$ cat config.mk
export PLATFORM = sky130hd
export DESIGN_NAME = plot_sequencer
export DESIGN_NICKNAME = d
export VERILOG_FILES = /design/src/rtl/plot_pkg.sv /design/src/rtl/raster_scan.sv /design/src/rtl/plot_sequencer.sv
export SDC_FILE = /design/constraint.sdc
export NUM_CORES = 1
export LEC_CHECK = 0
export ABC_AREA = 1
export CAP_MARGIN = 20
export CORE_ASPECT_RATIO = 0.9
export CORE_MARGIN = 10
export CORE_UTILIZATION = 45
export CTS_CLUSTER_SIZE = 28
export DETAILED_ROUTE_END_ITERATION = 7
export PLACE_DENSITY = 0.76
export REMOVE_ABC_BUFFERS = 1
export SYNTH_ARGS = -nofsm -noshare
export SYNTH_HDL_FRONTEND = slang
export SYNTH_SLANG_ARGS = --single-unit
$ cat constraint.sdc
create_clock -name clk -period 1.4 [get_ports clk]
set_input_delay 0.28 -clock clk [delete_from_list [all_inputs] [get_ports clk]]
set_output_delay 0.28 -clock clk [all_outputs]
set_load 0.01 [all_outputs]
$ cat src/rtl/plot_pkg.sv
// Shared types and widths for the plot sequencer: command encodings,
// controller states and frame-buffer coordinate/color widths.
package plot_pkg;

  localparam int X_W = 8;
  localparam int Y_W = 7;
  localparam int C_W = 3;

  typedef enum logic [1:0] {
    OP_CLEAR = 2'b00,
    OP_FILL  = 2'b01,
    OP_LINE  = 2'b10,
    OP_RSVD  = 2'b11
  } op_e;

  typedef enum logic [1:0] {
    IDLE = 2'b00,
    SCAN = 2'b01,
    LINE = 2'b10,
    DONE = 2'b11
  } state_e;

endpackage

$ cat src/rtl/raster_scan.sv
// Raster x/y counter: x runs 0..H_RES-1, then wraps and bumps y; both wrap
// to 0 after the final pixel. 'last' flags the (H_RES-1, V_RES-1) position.
module raster_scan
  import plot_pkg::*;
#(
  parameter int H_RES = 160,
  parameter int V_RES = 120
) (
  input  logic           clk,
  input  logic           reset,
  input  logic           enable,
  input  logic           clear,
  output logic [X_W-1:0] x,
  output logic [Y_W-1:0] y,
  output logic           last
);

  localparam logic [X_W-1:0] X_LAST = X_W'(H_RES - 1);
  localparam logic [Y_W-1:0] Y_LAST = Y_W'(V_RES - 1);

  logic [X_W-1:0] x_reg;
  logic [Y_W-1:0] y_reg;

  always_ff @(posedge clk) begin
    if (reset || clear) begin
      x_reg <= '0;
      y_reg <= '0;
    end else if (enable) begin
      if (x_reg == X_LAST) begin
        x_reg <= '0;
        y_reg <= (y_reg == Y_LAST) ? '0 : y_reg + Y_W'(1);
      end else begin
        x_reg <= x_reg + X_W'(1);
      end
    end
  end

  assign x    = x_reg;
  assign y    = y_reg;
  assign last = (x_reg == X_LAST) && (y_reg == Y_LAST);

endmodule

$ cat src/rtl/plot_sequencer.sv
// Owns the frame-buffer pixel port: raster-fills the screen for CLEAR/FILL or
// forwards line-engine pixels for LINE. Optional back-pressure: PLOT_STALL_EN.
module plot_sequencer
  import plot_pkg::*;
#(
  parameter int             H_RES     = 160,
  parameter int             V_RES     = 120,
  parameter logic [C_W-1:0] CLR_COLOR = 3'b000
) (
  input  logic           clk,
  input  logic           reset,
  input  logic           cmd_valid,
  input  logic [1:0]     cmd_op,
  output logic           cmd_ready,
  output logic           line_gnt,
  input  logic           line_valid,
  input  logic [X_W-1:0] line_x,
  input  logic [Y_W-1:0] line_y,
  input  logic [C_W-1:0] line_color,
  input  logic           line_last,
  output logic           line_ready,
  output logic [X_W-1:0] x,
  output logic [Y_W-1:0] y,
  output logic [C_W-1:0] color,
  output logic           plot,
  output logic           busy,
`ifdef PLOT_STALL_EN
  input  logic           plot_ready,
`endif
  output logic           done
);

  localparam logic [X_W-1:0] X_LAST = X_W'(H_RES - 1);
  localparam logic [Y_W-1:0] Y_LAST = Y_W'(V_RES - 1);

  state_e         state_reg, state_next;
  logic           fin_reg, fin_next;
  logic           fill_reg, fill_next;
  logic [X_W-1:0] x_reg, x_next;
  logic [Y_W-1:0] y_reg, y_next;
  logic [C_W-1:0] color_reg, color_next;
  logic           plot_reg, plot_next;

  logic           stall;
  logic           scan_en, scan_clear, scan_last;
  logic [X_W-1:0] scan_x;
  logic [Y_W-1:0] scan_y;
  logic           line_in_range;
  op_e            op;

`ifdef PLOT_STALL_EN
  assign stall = plot_reg & ~plot_ready;
`else
  assign stall = 1'b0;
`endif

  assign op            = op_e'(cmd_op);
  assign line_in_range = (line_x <= X_LAST) && (line_y <= Y_LAST);
  assign scan_en       = (state_reg == SCAN) && !fin_reg && !stall;
  assign scan_clear    = (state_reg == IDLE) && cmd_valid;

  raster_scan #(
    .H_RES(H_RES),
    .V_RES(V_RES)
  ) u_raster_scan (
    .clk   (clk),
    .reset (reset),
    .enable(scan_en),
    .clear (scan_clear),
    .x     (scan_x),
    .y     (scan_y),
    .last  (scan_last)
  );

  // fin_reg marks "final pixel is on the port"; the next committed cycle enters DONE.
  always_comb begin
    state_next = state_reg;
    fin_next   = fin_reg;
    fill_next  = fill_reg;
    x_next     = x_reg;
    y_next     = y_reg;
    color_next = color_reg;
    plot_next  = stall;
    case (state_reg)
      IDLE: begin
        if (cmd_valid) begin
          fin_next = 1'b0;
          case (op)
            OP_CLEAR: begin
              state_next = SCAN;
              fill_next  = 1'b0;
            end
            OP_FILL: begin
              state_next = SCAN;
              fill_next  = 1'b1;
            end
            OP_LINE: state_next = LINE;
            default: state_next = DONE;
          endcase
        end
      end
      SCAN: begin
        if (!stall) begin
          if (fin_reg) begin
            state_next = DONE;
            fin_next   = 1'b0;
          end else begin
            x_next     = scan_x;
            y_next     = scan_y;
            color_next = fill_reg ? scan_y[C_W-1:0] : CLR_COLOR;
            plot_next  = 1'b1;
            fin_next   = scan_last;
          end
        end
      end
      LINE: begin
        if (!stall) begin
          if (fin_reg) begin
            state_next = DONE;
            fin_next   = 1'b0;
          end else if (line_valid) begin
            // Out-of-range pixels are consumed but never written.
            if (line_in_range) begin
              x_next     = line_x;
              y_next     = line_y;
              color_next = line_color;
              plot_next  = 1'b1;
            end
            fin_next = line_last;
          end
        end
      end
      DONE:    state_next = IDLE;
      default: state_next = IDLE;
    endcase
  end

  always_ff @(posedge clk) begin
    if (reset) begin
      state_reg <= IDLE;
      fin_reg   <= 1'b0;
      fill_reg  <= 1'b0;
      x_reg     <= '0;
      y_reg     <= '0;
      color_reg <= '0;
      plot_reg  <= 1'b0;
    end else begin
      state_reg <= state_next;
      fin_reg   <= fin_next;
      fill_reg  <= fill_next;
      x_reg     <= x_next;
      y_reg     <= y_next;
      color_reg <= color_next;
      plot_reg  <= plot_next;
    end
  end

  assign x          = x_reg;
  assign y          = y_reg;
  assign color      = color_reg;
  assign plot       = plot_reg;
  assign cmd_ready  = (state_reg == IDLE);
  assign busy       = (state_reg != IDLE);
  assign done       = (state_reg == DONE);
  assign line_gnt   = (state_reg == LINE);
  assign line_ready = (state_reg == LINE) && !fin_reg && !stall;

endmodule

Word-level counts from Yosys, hierarchy flattened
Index checks and enable logic that the tools add are counted.
{"block": "totals", "ff_bits": 38, "latchBits": 0, "ram_bits": 0, "mem_bits_ro": 0, "inputBits": 25, "out_inout_bits": 24, "elab_cells": 79, "memories": 0}
{"block": "op_classes", "n_addsub": 2, "multipliers": 0, "div_mod_pow": 0, "n_lt_le_gt_ge": 2, "eq_ne": 13, "n_shift": 0, "n_mux": 33, "n_bitwise": 0, "n_reduce_logical": 20}
{"cell": "$mux W8", "count": 5}
{"cell": "$mux W7", "count": 5}
{"cell": "$pmux W8 S2", "count": 1}
{"cell": "$mux W3", "count": 5}
{"cell": "$pmux W7 S2", "count": 1}
{"cell": "$add A8 B1 Y8 const B", "count": 1}
{"cell": "$eq A8 B8 Y1 const B", "count": 1}
{"cell": "$le A8 B8 Y1 const B", "count": 1}
{"cell": "$mux W1", "count": 8}
{"cell": "$add A7 B1 Y7 const B", "count": 1}
{"cell": "$eq A7 B7 Y1 const B", "count": 1}
{"cell": "$le A7 B7 Y1 const B", "count": 1}
{"cell": "$eq A2 B2 Y1 const B", "count": 3}
{"cell": "$ne A2 B1 Y1 const B", "count": 3}
{"cell": "$ne A2 B2 Y1 const B", "count": 3}
{"cell": "$pmux W2 S3", "count": 1}
{"cell": "$pmux W3 S2", "count": 1}
{"cell": "$reduce_and A2 Y1", "count": 3}
{"cell": "$reduce_bool A2 Y1", "count": 3}
{"cell": "$logic_and A1 B1 Y1", "count": 5}
{"cell": "$reduce_and A5 Y1", "count": 1}
{"cell": "$eq A2 B1 Y1 const B", "count": 2}
{"cell": "$logic_not A2 Y1", "count": 2}
{"cell": "$mux W2", "count": 2}
{"cell": "8 further kinds", "count": 10}

Logic depth before layout (Yosys ltp)
Gate-level depths: netlist of run 1.
{"block": "depth", "word_depth": 6, "depth_mapped": 10, "mapped_depth_nobuf": 10}

Hierarchy
Synthesis of run 1 repeated with hierarchy kept, for this count alone.
{"block": "hier_totals", "cells_unflattened": 304, "area_unflattened_um2": 2192.1}
{"module": "plot_sequencer", "instances": 1, "cells_each": 184, "area_each_um2": 1398.8, "seq_area_each_um2": 460.4}
{"module": "raster_scan", "instances": 1, "cells_each": 120, "area_each_um2": 793.3, "seq_area_each_um2": 300.3}

Worst setup path after synthesis of run 1
Ideal clock, no wire load.
{"block": "synth_path", "path_type": "reg-to-reg", "start": "register state_reg[0]", "end": "register color_reg[2], in the netlist color[2]", "setup_ns": 0.115, "arrival_time_ns": 1.394, "required_time_ns": 1.285, "setup_slack_ns": -0.109, "path_stages_with_launch": 9, "n_path_buf": 1, "synth_period_minus_slack_ns": 1.509, "path_cell_list": "dfxtp_1 -> inv_1 -> ha_1 -> inv_1 -> a21oi_2 -> buf_4 -> nand3_1 -> nand2_1 -> nor2_1"}
{"block": "synth_between", "elab_chain_len": 3, "elab_cells_between_ends": 9}
{"item": "start: declaration", "line": "plot_sequencer.sv:36", "text": "state_e state_reg, state_next;"}
{"item": "start signal: assignment", "line": "plot_sequencer.sv:148", "text": "state_reg <= state_next;"}
{"item": "$eq A2 B1 Y1 / $eq A2 B2 Y1 (equally long branches)", "line": "plot_sequencer.sv:84", "text": "case (state_reg)"}
{"item": "$ne A2 B2 Y1 (no line) (tied with other cells)"}
{"item": "$reduce_and A5 Y1 (no line)"}
{"item": "end signal: assignment", "line": "plot_sequencer.sv:153", "text": "color_reg <= color_next;"}
{"item": "end: declaration", "line": "plot_sequencer.sv:41", "text": "logic [C_W-1:0] color_reg, color_next;"}
Parallel ways exist; a longest one is shown, timed or not.
A chain may end at the register's enable or synchronous reset.

Worst setup path after layout of run 1
{"block": "layout_path", "start": "register state_reg[1]", "end": "register x_reg[6], in the netlist x[6]"}
{"block": "layout_between", "elab_chain_len": 3, "elab_cells_between_ends": 9}
{"item": "$eq A2 B1 Y1 / $eq A2 B2 Y1 (equally long branches)", "line": "plot_sequencer.sv:84"}
{"item": "$ne A2 B2 Y1 (no line) (tied with other cells)"}
{"item": "$reduce_and A5 Y1 (no line)"}
{"item": "end signal: assignment", "line": "plot_sequencer.sv:151", "text": "x_reg <= x_next;"}
{"item": "end: declaration", "line": "plot_sequencer.sv:39", "text": "logic [X_W-1:0] x_reg, x_next;"}
Parallel ways exist; a longest one is shown, timed or not.

==> impl_metrics.csv, run 1 <==
group,metric,value,unit
drt,totalWireLength,8.80,mm
placed_design,globalplace.congestion,0.847,
placed_design,placed_cell_area,2810,sq um
synthesis,synth_simple_gate_area_share,33.3,%
worst_setup_path,crit_required,1.59,ns
clock_tree,cts_tree,"built",
worst_setup_path,regToRegEndpoint,"x[6]$_SDFFE_PP0P_",
drt,dr_wl_met3,625,microns
drt,ant_nets,0,
worst_setup_path,rr_startpoint,"state_reg[1]$_SDFFE_PP0P_",
pwr,power.density,1870,nW/um^2
layout,nets,427,
floorplan,start_util,46.3,%
floorplan,rows,23,
worst_setup_path,critPathMaxFanout,8,
synthesis,syn_avg_cell_area,6.80,sq um
layout,finish.utilization,81.9,%
synthesis,yosysMostFrequentCell,"nand2_1",
clock_tree,ctsHoldBuffers,0,
clock_tree,numCtsBuffers,5,
synthesis,synth-xor-area-share,0.853,%
placed_design,dp_slack,-0.245,ns
synthesis,synth_area_leaders,"dfxtp_1 37%, nand2_1 10%, a21oi_1 10%, nor2_1 9.7%, nand3_1 6.3%",
sta,setup_viol,31,
global_route,grt_overflow,0,
clock_tree,cts_root_buffer,"clkbuf_8",
synthesis,synthAdderAreaFrac,3.66,%
worst_setup_path,cp-start-kind,"flip-flop",
synthesis,synth.mux.area_fraction,0.975,%
layout,multi_input_area,1470,sq um
synthesis,synth_ff_type,"dfxtp_1",
floorplan,die_w,91.2,microns
worst_setup_path,cpMostUsedCell,"buf_6",
drt,top_layer,"met4",
layout,nFillCells,272,
floorplan,ioPinCount,49,
sta,hold_violations,0,
worst_setup_path,ff2ff_setup_slack,-0.18,ns
sta,period_needed,1.58,ns
synthesis,synth_top_family_by_area,"simple AND/OR/NAND/NOR gates",
worst_setup_path,r2r_cells,10,
drt,drt-pass1-iter-count,5,
worst_setup_path,crit_chain,"buf_6, ha_4, buf_6, buf_6, nand2_8, buf_12, buf_12, nand3_4, nand2_2, nor2_1",
global_route,antenna_found_initial,0,
layout,areaGrowthSynthToFinish,76.8,%
global_route,grt_pass1_vias,2589,
status,status,"finished with violations",
synthesis,ys_seq_area_share,37.1,%
sta,worst_pin_slew,0.330,ns
sta,fin_crit_sh,113,%
layout,drive_gt1_share,40.1,%
drt,via_per_inst,5.75,
synthesis,ys_warn_count,0,
clock_tree,clock-sinks,38,
sta,fmax,633,MHz
sta,slew_violations,0,
clock_tree,cts_max_level,2,
placed_design,dpl.hpwl,4.75,mm
synthesis,synth_top_cell_by_area,"dfxtp_1",
layout,regArea,771,sq um
worst_setup_path,path_class,"reg2reg",
placed_design,io_buffers,48,
worst_setup_path,crit_slowest_cell,"dfxtp_4",
floorplan,die_y,84.1,microns
sta,grt_setup_unrepaired,"yes",
synthesis,ys_types,31,
pwr,leakage,1.56,nW
synthesis,synth_common_cells,"56 x nand2_1, 53 x nor2_1, 41 x a21oi_1, 38 x dfxtp_1",
run,maxCapViolations,0,
pwr,max-vdd-ir-drop,1.15,mV
global_route,grt_usage,20.4,%
synthesis,async_reset_ff_share,0,%
global_route,grt_pass1_wl,12.8,mm
drt,routed-wl-met2,4.33,mm
layout,n_antenna_cell,0,
worst_setup_path,endpoint,"x[6]$_SDFFE_PP0P_",
synthesis,ys_ff_latch,38,
worst_setup_path,critPathCaptureType,"flip-flop",
worst_setup_path,arrival,1.77,ns
sta,fin_skew,0.00850,ns
clock_tree,clk_pin_slew,0.09,ns
pwr,power,6.80,mW
synthesis,synth_cells,302,
drt,vias,2637,
drt,drt_iter0_markers,213,
synthesis,syn_area,2050,sq um
drt,wl_per_cell,19.2,microns
sta,worst_slack,-0.180,ns
sta,hold_slack,0.489,ns
global_route,grt_max_degree,21,
status,violations,"negative setup slack",
worst_setup_path,cp_slowest_stage_delay,0.37,ns
layout,final_area,3630,sq um
floorplan,die-area,7670,sq um
drt,drc_errors,0,
synthesis,synth_top_area_share,37.1,%
floorplan,core,4430,sq um
drt,wl_met1,3.44,mm
sta,slew_headroom,77.8,%
clock_tree,clock_path_buffers,2,
synthesis,synth_edf_count,0,
clock_tree,clkLatencyLatePin,0.30,ns
worst_setup_path,setup.worst_path.start,"state_reg[1]$_SDFFE_PP0P_",
min_path,hold_class,"reg2reg",
synthesis,synth_compound_area_share,14.6,%
-- cell type report --
type	count	area share, %
clock buffer	5	1.90
clock inverter	3	1.90
inverter	30	3.38
multi-input combinational	221	40.6
sequential	38	21.2
tap	62	2.14
timing repair buffer	100	28.9
-- metrics by stage --
step / setup TNS (ns) / std cells
5_1_grt: -4.15 / 459
2_1_floorplan: -10.13 / 289
4_1_cts: -1.43 / 454
3_3_place_gp: -5.72 / 431
3_5_place_dp: -6.42 / 431
6_report: -2.82 / 459
-- layout by cell type, fill, tap and decap left out, types with 9 or more instances in the layout --
| cell type | count |
|---|---|
| nor2_2 | 9 |
| nand3_2 | 19 |
| nor2_1 | 41 |
| nand2_2 | 9 |
| buf_4 | 32 |
| inv_1 | 21 |
| dlygate4sd2_1 | 21 |
| dfxtp_1 | 34 |
| nand2_1 | 47 |
| clkdlybuf4s50_1 | 22 |
| a21oi_1 | 20 |
| a21oi_2 | 19 |
| buf_6 | 10 |
-- worst min-delay path by stage --
stage                                        to  slack, ns  depth (start not counted)                  start
final                     color[0]$_SDFFE_PP0P_       0.49                          2  color[0]$_SDFFE_PP0P_
after detailed placement      y[0]$_SDFFE_PP0P_       0.47                          2      y[0]$_SDFFE_PP0P_
after floorplan            fin_reg$_SDFFE_PP0P_       0.35                          1                  reset
after global routing      color[0]$_SDFFE_PP0P_       0.52                          2  color[0]$_SDFFE_PP0P_
after global placement        x[7]$_SDFFE_PP0P_       0.46                          2      x[7]$_SDFFE_PP0P_
after CTS                     y[6]$_SDFFE_PP0P_       0.49                          2      y[6]$_SDFFE_PP0P_
-- power breakdown --
group / total (mW) / internal [mW] / switching, mW
combinational: 4.20 / 2.12 / 2.08
sequential: 1.44 / 1.28 / 0.162
clock: 1.15 / 0.715 / 0.440
-- logic make-up (layout without fill, tap and decap cells) --
kind of cell             after synthesis  count (layout)
AO/OA/AOI/OAI                         57              57
buffers and inverters                 43             138
multiplexers                           2               2
XOR/XNOR                               2               2
flip-flops                            38              38
AND/OR/NAND/NOR                      154             154
adder cells (fa/ha/maj)                6               6
-- routing by layer --
metal	vias up	global-route usage, %
met1	1232	23.8
met2	171	33.7
met3	52	6.03
met4	0	9.10
li1	1182	-
met5	-	0
-- worst max-delay path, delay by kind of cell (launching register included) --
kind	cells	cell delay [ns]
buffers and inverters	5	0.63
flip-flops	1	0.37
AND/OR/NAND/NOR	4	0.30
adder cells (fa/ha/maj)	1	0.16
-- repair_timing --
item,in CTS,in global routing
buffers inserted,10,5
pin swaps,19,20
setup endpoints to repair,58,39
gates cloned,5,1
gates resized for setup,107,53
(Power assumes the default switching activity.)
==> run 2, diff against run 1 <==
--- a/config.mk
+++ b/config.mk
@@ -10,6 +10,7 @@
 export CORE_ASPECT_RATIO = 0.9
 export CORE_MARGIN = 10
 export CORE_UTILIZATION = 45
+export CTS_BUF_LIST = sky130_fd_sc_hd__clkbuf_16
 export CTS_CLUSTER_SIZE = 28
 export DETAILED_ROUTE_END_ITERATION = 7
 export PLACE_DENSITY = 0.76
@@ -17,3 +18,4 @@
 export SYNTH_ARGS = -nofsm -noshare
 export SYNTH_HDL_FRONTEND = slang
 export SYNTH_SLANG_ARGS = --single-unit
+export TNS_END_PERCENT = 20
==> run 2 against run 1 <==
Net effect:
- the flow still finishes with violations (negative setup slack)
- first-iteration DRC count fell by 36%
- hold slack worse by 0.023 ns
- clock power is 29% higher
- sequential power about the same
- die area did not move
- critical path depth down 2
- global-route usage fell by 3.4 points
- sequential share of layout area rose by 2.2 points
- clock-buffer cell count unchanged
==> impl_metrics.csv, run 2 (synthesis results as in run 1) <==
group,metric,value,unit
layout,nets,415,
worst_setup_path,rr_startpoint,"state_reg[1]$_SDFFE_PP0P_",
min_path,min_path_cells,2,
layout,finish.utilization,73.9,%
sta,hold_slack,0.465,ns
pwr,max-vdd-ir-drop,1.28,mV
floorplan,ioPinCount,49,
worst_setup_path,r2r_cells,8,
clock_tree,clock_path_buffers,2,
sta,period_needed,1.49,ns
pwr,power.density,1830,nW/um^2
layout,drive_gt1_share,26.5,%
drt,drt-pass1-iter-count,4,
floorplan,die_w,91.2,microns
sta,worst_pin_slew,0.312,ns
sta,slew_violations,0,
layout,nFillCells,333,
layout,final_cell_mix,"53 x nand2_1, 46 x nor2_1, 36 x dfxtp_1, 32 x a21oi_1, 29 x buf_4",
floorplan,die-area,7670,sq um
status,status,"finished with violations",
floorplan,rows,23,
layout,final_area,3270,sq um
status,violations,"negative setup slack",
sta,fmax,670,MHz
drt,vias,2351,
sta,worst_slack,-0.0932,ns
sta,setup_viol,29,
layout,final_common_cell,"nand2_1",
worst_setup_path,setup.worst_path.start,"state_reg[1]$_SDFFE_PP0P_",
run,maxCapViolations,0,
drt,wl_per_cell,15.4,microns
sta,slew_headroom,79.0,%
floorplan,die_y,84.1,microns
min_path,hold_class,"reg2reg",
min_path,hold_path.startpoint,"y[0]$_SDFFE_PP0P_",
drt,via_per_inst,5.26,
worst_setup_path,critPathCaptureType,"flip-flop",
placed_design,globalplace.congestion,0.847,
clock_tree,cts_tree,"built",
worst_setup_path,critPathMaxFanout,14,
clock_tree,numCtsBuffers,5,
worst_setup_path,path_class,"reg2reg",
layout,multi_input_area,1270,sq um
global_route,grt_pass1_wl,10.8,mm
placed_design,placed_cell_area,2810,sq um
global_route,antenna_found_initial,0,
sta,hold_violations,0,
sta,grt_setup_unrepaired,"yes",
sta,fin_skew,0.00286,ns
global_route,grt_pass1_vias,2238,
floorplan,start_util,46.3,%
layout,areaGrowthSynthToFinish,59.5,%
worst_setup_path,arrival,1.71,ns
global_route,grt_usage,17.0,%
placed_design,dpl.hpwl,4.75,mm
layout,regArea,768,sq um
placed_design,io_buffers,48,
pwr,leakage,1.44,nW
drt,drt_iter0_markers,136,
worst_setup_path,crit_required,1.61,ns
clock_tree,cts_max_level,2,
global_route,grt_max_degree,22,
sta,fin_crit_sh,107,%
clock_tree,clk_pin_slew,0.06,ns
clock_tree,clkLatencyLatePin,0.28,ns
layout,n_antenna_cell,0,
floorplan,core,4430,sq um
clock_tree,cts_root_buffer,"clkbuf_16",
sta,tns,-1.18,ns
clock_tree,clock-sinks,38,
drt,totalWireLength,6.88,mm
drt,drc_errors,0,
drt,ant_nets,0,
global_route,grt_overflow,0,
worst_setup_path,cp-start-kind,"flip-flop",
run 2: path summary, 6_finish.rpt:
check | end | slack [ns]
worst max register to register | y[6]$_SDFFE_PP0P_ | -0.09
worst max-delay path | y[6]$_SDFFE_PP0P_ | -0.09
worst min register to register | y[0]$_SDFFE_PP0P_ | 0.47
worst min-delay path | y[0]$_SDFFE_PP0P_ | 0.47
run 2: per-stage QoR:
step           worst slack [ns]  instances  total power, mW
2_1_floorplan            -0.506        289             2.65
4_1_cts                 -0.0506        443             5.55
3_5_place_dp             -0.245        431             3.77
3_3_place_gp             -0.245        431             3.72
6_report                -0.0932        447             5.99
5_1_grt                  -0.147        447             6.35
run 2: worst max-delay path, cell delays in order, from the launching register on:
cell and delay, ns:
dfxtp_4 0.38, inv_4 0.05, ha_4 0.28, inv_4 0.05, a21oi_4 0.15, buf_4 0.15
buf_12 0.15, a21oi_1 0.10, nor2_1 0.12
run 2: layout make-up:
| type | instances | share of cell area (%) |
|---|---|---|
| clock buffer | 5 | 3.82 |
| clock inverter | 3 | 2.10 |
| inverter | 30 | 3.67 |
| multi-input combinational | 221 | 38.8 |
| sequential | 38 | 23.5 |
| tap | 62 | 2.37 |
| timing repair buffer | 88 | 25.8 |
run 2: per-layer routing:
metal  vias to the layer above  global-route usage, %  wire, microns
li1                       1153                      -              -
met1                      1080                   21.4           3040
met2                       101                   27.6           3250
met3                        17                   3.42            423
met4                         0                   6.97            171
met5                         -                      0              0
run 2: timing repair:
action	CTS	global route
endpoints found under the setup margin	58	39
gates cloned	1	1
hold buffers	0	0
buffers inserted	3	4
gates resized for setup	67	31
pin swaps	18	8
run 2: report_power, final:
| group | switching, mW | internal (mW) |
|---|---|---|
| registers | 0.134 | 1.28 |
| clock network | 0.453 | 1.02 |
| logic | 1.56 | 1.54 |
==> RTL edit 1 (config.mk and constraints of run 2) <==
Re-encode `state_e` (4 states) as one-hot, 4 bits wide.
--- a/src/rtl/plot_pkg.sv
+++ b/src/rtl/plot_pkg.sv
@@ -13,11 +13,11 @@
     OP_RSVD  = 2'b11
   } op_e;
 
-  typedef enum logic [1:0] {
-    IDLE = 2'b00,
-    SCAN = 2'b01,
-    LINE = 2'b10,
-    DONE = 2'b11
+  typedef enum logic [3:0] {
+    IDLE = 4'b0001,
+    SCAN = 4'b0010,
+    LINE = 4'b0100,
+    DONE = 4'b1000
   } state_e;
 
 endpackage
Function: same outputs for any inputs over 10 cycles, from zero or initial values and one cycle with reset high; not proved beyond that.
==> RTL edit 1 against run 2 <==
- the flow still finishes with violations (negative setup slack)
- worst setup slack better by 56 ps
- utilization is 5.3 points lower
- cell area is 4.1% lower
- global-route usage is 1.8 points lower
- synthesized cell count up 9.9%
- wire length is 6.7% lower
- clock skew increased by 1.6 ps
- sequential cell count rose by 2
- synthesized area rose by 6.5%
- critical endpoint is now line_ready
- largest cell class unchanged
- highest routed layer unchanged
Power is not compared: it rests on default switching activity, and its combinational part moved more than twofold at a synthesized area within 25%.
==> RTL edit 1: results (changes against run 2) <==
Yosys cell types = 27 (-13%)
drt first-iter violations = 130 (-4.4%)
Hold WS = 496 ps (+30.0 ps)
Reg2Reg Capture Point = y[2]$_SDFFE_PP0P_
CP Data Arrival Time = 1160 ps (-550 ps)
Final GP Congestion = 0.857 (+1.2%)
GR Util All Layers = 15.2% (-1.8 points)
first drt pass iteration count = 5 (+1)
status = complete, but fails checks
Post-Route WL = 6420 um (-6.7%)
Internal Pwr Total = 2060 uW
largest net degree at the start of global routing = 33 (+50%)
family with the most delay on the worst path = simple AND/OR/NAND/NOR gates
post-synthesis sequential area ratio = 36.6% (-0.42 points)
Mapped Cells = 332 (+9.9%)
initial antenna violation count = 0 (unchanged)
Nets = 430 (+3.6%)
HPWL Detailed = 4570 um (-3.8%)
Slew headroom = 83.4% (+4.4 points)
first-pass GRT wire length = 10100 um (-6.7%)
post-synthesis async set-or-reset flop share = 0% (unchanged)
clock tree buffer depth = 2 (unchanged)
CP Capture Point = line_ready
number of fill cells = 367 (+10%)
peak supply drop = 580 uV
commonest cells in the netlist = 94 x nand2_1, 54 x nor2_1, 40 x dfxtp_1, 31 x a21oi_1, 26 x inv_1
layout cell share with drive strength beyond 1 = 19.9% (-6.6 points)
slowest cell on the critical path = dfxtp_2
Min-Delay Startpoint = u_raster_scan.x[4]$_SDFFE_PP0P_
final worst slack = -37.7 ps (+55.5 ps)
Ys Warns = 0 (unchanged)
Via density = 5.01 (-4.8%)
Worst R2R Setup Slack = -20 ps (+70 ps)
Logic pwr share = 17.6%
Worst Path Max Fanout = 3 (-11)
dpl cells = 453 (+5.1%)
Reg clk slew, reported paths = 60 ps (about the same)
largest cells by area after synthesis = dfxtp_1 37%, nand2_1 16%, nor2_1 9.3%
worst slack, placed = -280 ps (-34.7 ps)
Min-Delay Path Class = flip-flop to flip-flop
vias in the first global route = 2091 (-6.6%)
Worst Clk Skew = 4.51 ps (+1.65 ps)
Clk network pwr share = 38.7%
endpoints failing setup = 16 (-45%)
H-Tree Level Count = 2 (unchanged)
failing checks = negative setup slack
end of the worst hold path = u_raster_scan.x[4]$_SDFFE_PP0P_
crit-path max cell delay = 340 ps (-40 ps)
Finished Layout Cells = 465 (+4.0%)
RTL edit 1: cell count changes after synthesis, sizes merged, moves of 3 or more:
cell,before,now
a21oi,42,31
nand4,6,2
nand3,28,20
nand3b,0,18
a22oi,3,0
nand2,58,95
o21ai,10,15
ha,6,2
RTL edit 1: final cells by class:
type | instances | area share [%]
clock buffers | 5 | 3.99
inverters | 28 | 3.43
flip-flops and latches | 40 | 25.8
repair buffers | 78 | 23.2
multi-input cells | 250 | 40.9
clock inverters | 2 | 0.279
well taps | 62 | 2.47
RTL edit 1: cell families after synthesis:
kind of cell	count (synthesis)	share of synthesized area, %
compound gates	48	11.3
xor+xnor	2	0.802
fa+ha+maj	2	1.14
buf+inv	42	9.73
flops	40	36.6
simple gates	198	40.4
RTL edit 1: through the flow:
step | cell area [um^2] | setup TNS, ps | total power, uW | utilization (%)
finish | 3140 | -187 | 2750 | 68.6
global route | 3140 | -2230 | 2860 | 68.6
CTS | 3020 | -122 | 2750 | 66.0
detailed placement | 2860 | -6020 | 1700 | 62.6
global placement | 2860 | -5190 | 1680 | 62.6
floorplan | 2080 | -21710 | 1420 | -
RTL edit 1: tightest hold or removal path, cell delays in order, from the launching register on:
cell and delay (ps):
dfxtp_1 310, inv_1 80, a21oi_1 70
RTL edit 1: metal layers:
layer,GRT usage [%],up-vias,routed length (um)
met5,0,-,0
met4,5.60,0,80
met3,3.31,6,391
met2,24.3,70,3100
met1,19.5,1043,2850
li1,-,1209,-
RTL edit 1: repair_timing:
item | 4_1_cts | 5_1_grt
resized for setup | 61 | 21
buffers inserted | 2 | 1
cloned | 0 | 2
endpoints found under the setup margin | 57 | 41
pin swaps | 6 | 7
==> RTL edit 2 (config.mk and constraints of run 2) <==
Made on the original files. Add a define of `PLOT_STALL_EN`.
--- a/src/rtl/plot_sequencer.sv
+++ b/src/rtl/plot_sequencer.sv
@@ -1,5 +1,7 @@
 // Owns the frame-buffer pixel port: raster-fills the screen for CLEAR/FILL or
 // forwards line-engine pixels for LINE. Optional back-pressure: PLOT_STALL_EN.
+`define PLOT_STALL_EN
+
 module plot_sequencer
   import plot_pkg::*;
 #(
Interface: changed (added plot_ready); port bits go from 49 to 50. No check against the original RTL was run, so the function may have changed too.
==> RTL edit 2 against run 2 <==
- the run still ends with negative setup slack left
- worst setup slack lost 74 ps
- combinational power increased by 66%
- global-route usage shrank 0.47 points
- total power up 31%
- clock skew is 1.2 ps lower
- synthesized area up 8.9%
- utilization shrank 2.1 points
- sequential cell count unchanged
- worst hold slack improved by 3.5 ps
- cell area is 6.0% higher
- cell count increased by 6.9%
- count of clock-buffer cells in the layout unchanged
- wire length rose by 1.0%
- critical endpoint is now y[2]$_SDFFE_PP0P_
- largest power group unchanged
==> RTL edit 2: results (changes against run 2) <==
M1 GR Usage = 18.5% (-2.8 points)
vias in the first global route = 2393 (+6.9%)
Final GP Congestion = 0.907 (+7.1%)
peak supply drop = 1430 uV (+11%)
HPWL Detailed = 4810 um (+1.2%)
met3 global-route usage = 4.83% (+1.4 points)
met2 wire length = 3490 um (+7.2%)
largest cells by area after synthesis = dfxtp_1 34%, a21oi_1 9.8%, nand2_1 9.6%
r2r worst-path depth = 9 (+1)
failing checks = negative setup slack
Hold WS = 469 ps (+3.52 ps)
Port Buffers = 49 (+2.1%)
WL met1 = 2830 um (-6.9%)
NetSw = 3200 uW (+49%)
met3 WL post-DR = 483 um (+14%)
Mapped Cells = 320 (+6.0%)
CP Data Arrival Time = 1750 ps (+40 ps)
final worst slack = -168 ps (-74.5 ps)
number of fill cells = 374 (+12%)
area of the multi-input gates = 1390 um^2 (+9.1%)
Worst Path Max Fanout = 8 (-6)
status = complete, but fails checks
postcts setup bufs = 4 (+1)
first-pass GRT wire length = 11000 um (+2.2%)
Leak = 0.00157 uW (+9.3%)
worst-margin pin slew = 314 ps (+2.06 ps)
P_clk = 1100 uW (-26%)
Via density = 5.06 (-3.7%)
Internal Pwr Total = 4650 uW (+21%)
Worst R2R Setup Slack = -170 ps (-70 ps)
largest net degree at the start of global routing = 25 (+14%)
Min-Delay Startpoint = x[7]$_SDFFE_PP0P_
family with the most delay on the worst path = simple AND/OR/NAND/NOR gates
Nets = 445 (+7.2%)
endpoints failing setup = 39 (+34%)
Reg2Reg Capture Point = y[2]$_SDFFE_PP0P_
post-synthesis sequential area ratio = 34.0% (-3.0 points)
placed cell areas = 3070 um^2 (+9.4%)
layout cell share with drive strength beyond 1 = 28.3% (+1.8 points)
Worst Clk Skew = 1.68 ps (-1.19 ps)
commonest cells in the netlist = 57 x nand2_1, 48 x nor2_1, 44 x a21oi_1, 38 x dfxtp_1, 34 x inv_1
worst slack, placed = -397 ps (-152 ps)
Comb. pwr = 5150 uW (+66%)
drt first-iter violations = 80 (-41%)
Finished Layout Cells = 478 (+6.9%)
M2 GR Usage = 28.8% (+1.2 points)
[RTL edit 2: how the worst min path moves through the flow]
stage	cells past startpoint	to
floorplan	1	fin_reg$_SDFFE_PP0P_
global placement	2	y[6]$_SDFFE_PP0P_
detailed placement	2	color[2]$_SDFFE_PP0P_
CTS	2	color[2]$_SDFFE_PP0P_
global route	2	y[4]$_SDFFE_PP0P_
finish	2	x[7]$_SDFFE_PP0P_
[RTL edit 2: cell type report]
type / instances / share of cell area [%]
repair buffers: 99 / 27.4
clock inverters: 3 / 0.468
flip-flops and latches: 38 / 22.1
multi-input cells: 232 / 39.9
inverters: 36 / 4.18
clock buffers: 5 / 3.60
well taps: 65 / 2.34
[RTL edit 2: kinds of logic (layout without fill, tap and decap cells)]
group           Yosys count  count (layout)  share of synthesized area [%]
compound gates           67              67                           16.0
mux                       3               3                           1.34
buf+inv                  50             143                           11.0
flops                    38              38                           34.0
fa+ha+maj                 7               7                           3.92
simple gates            155             155                           33.7
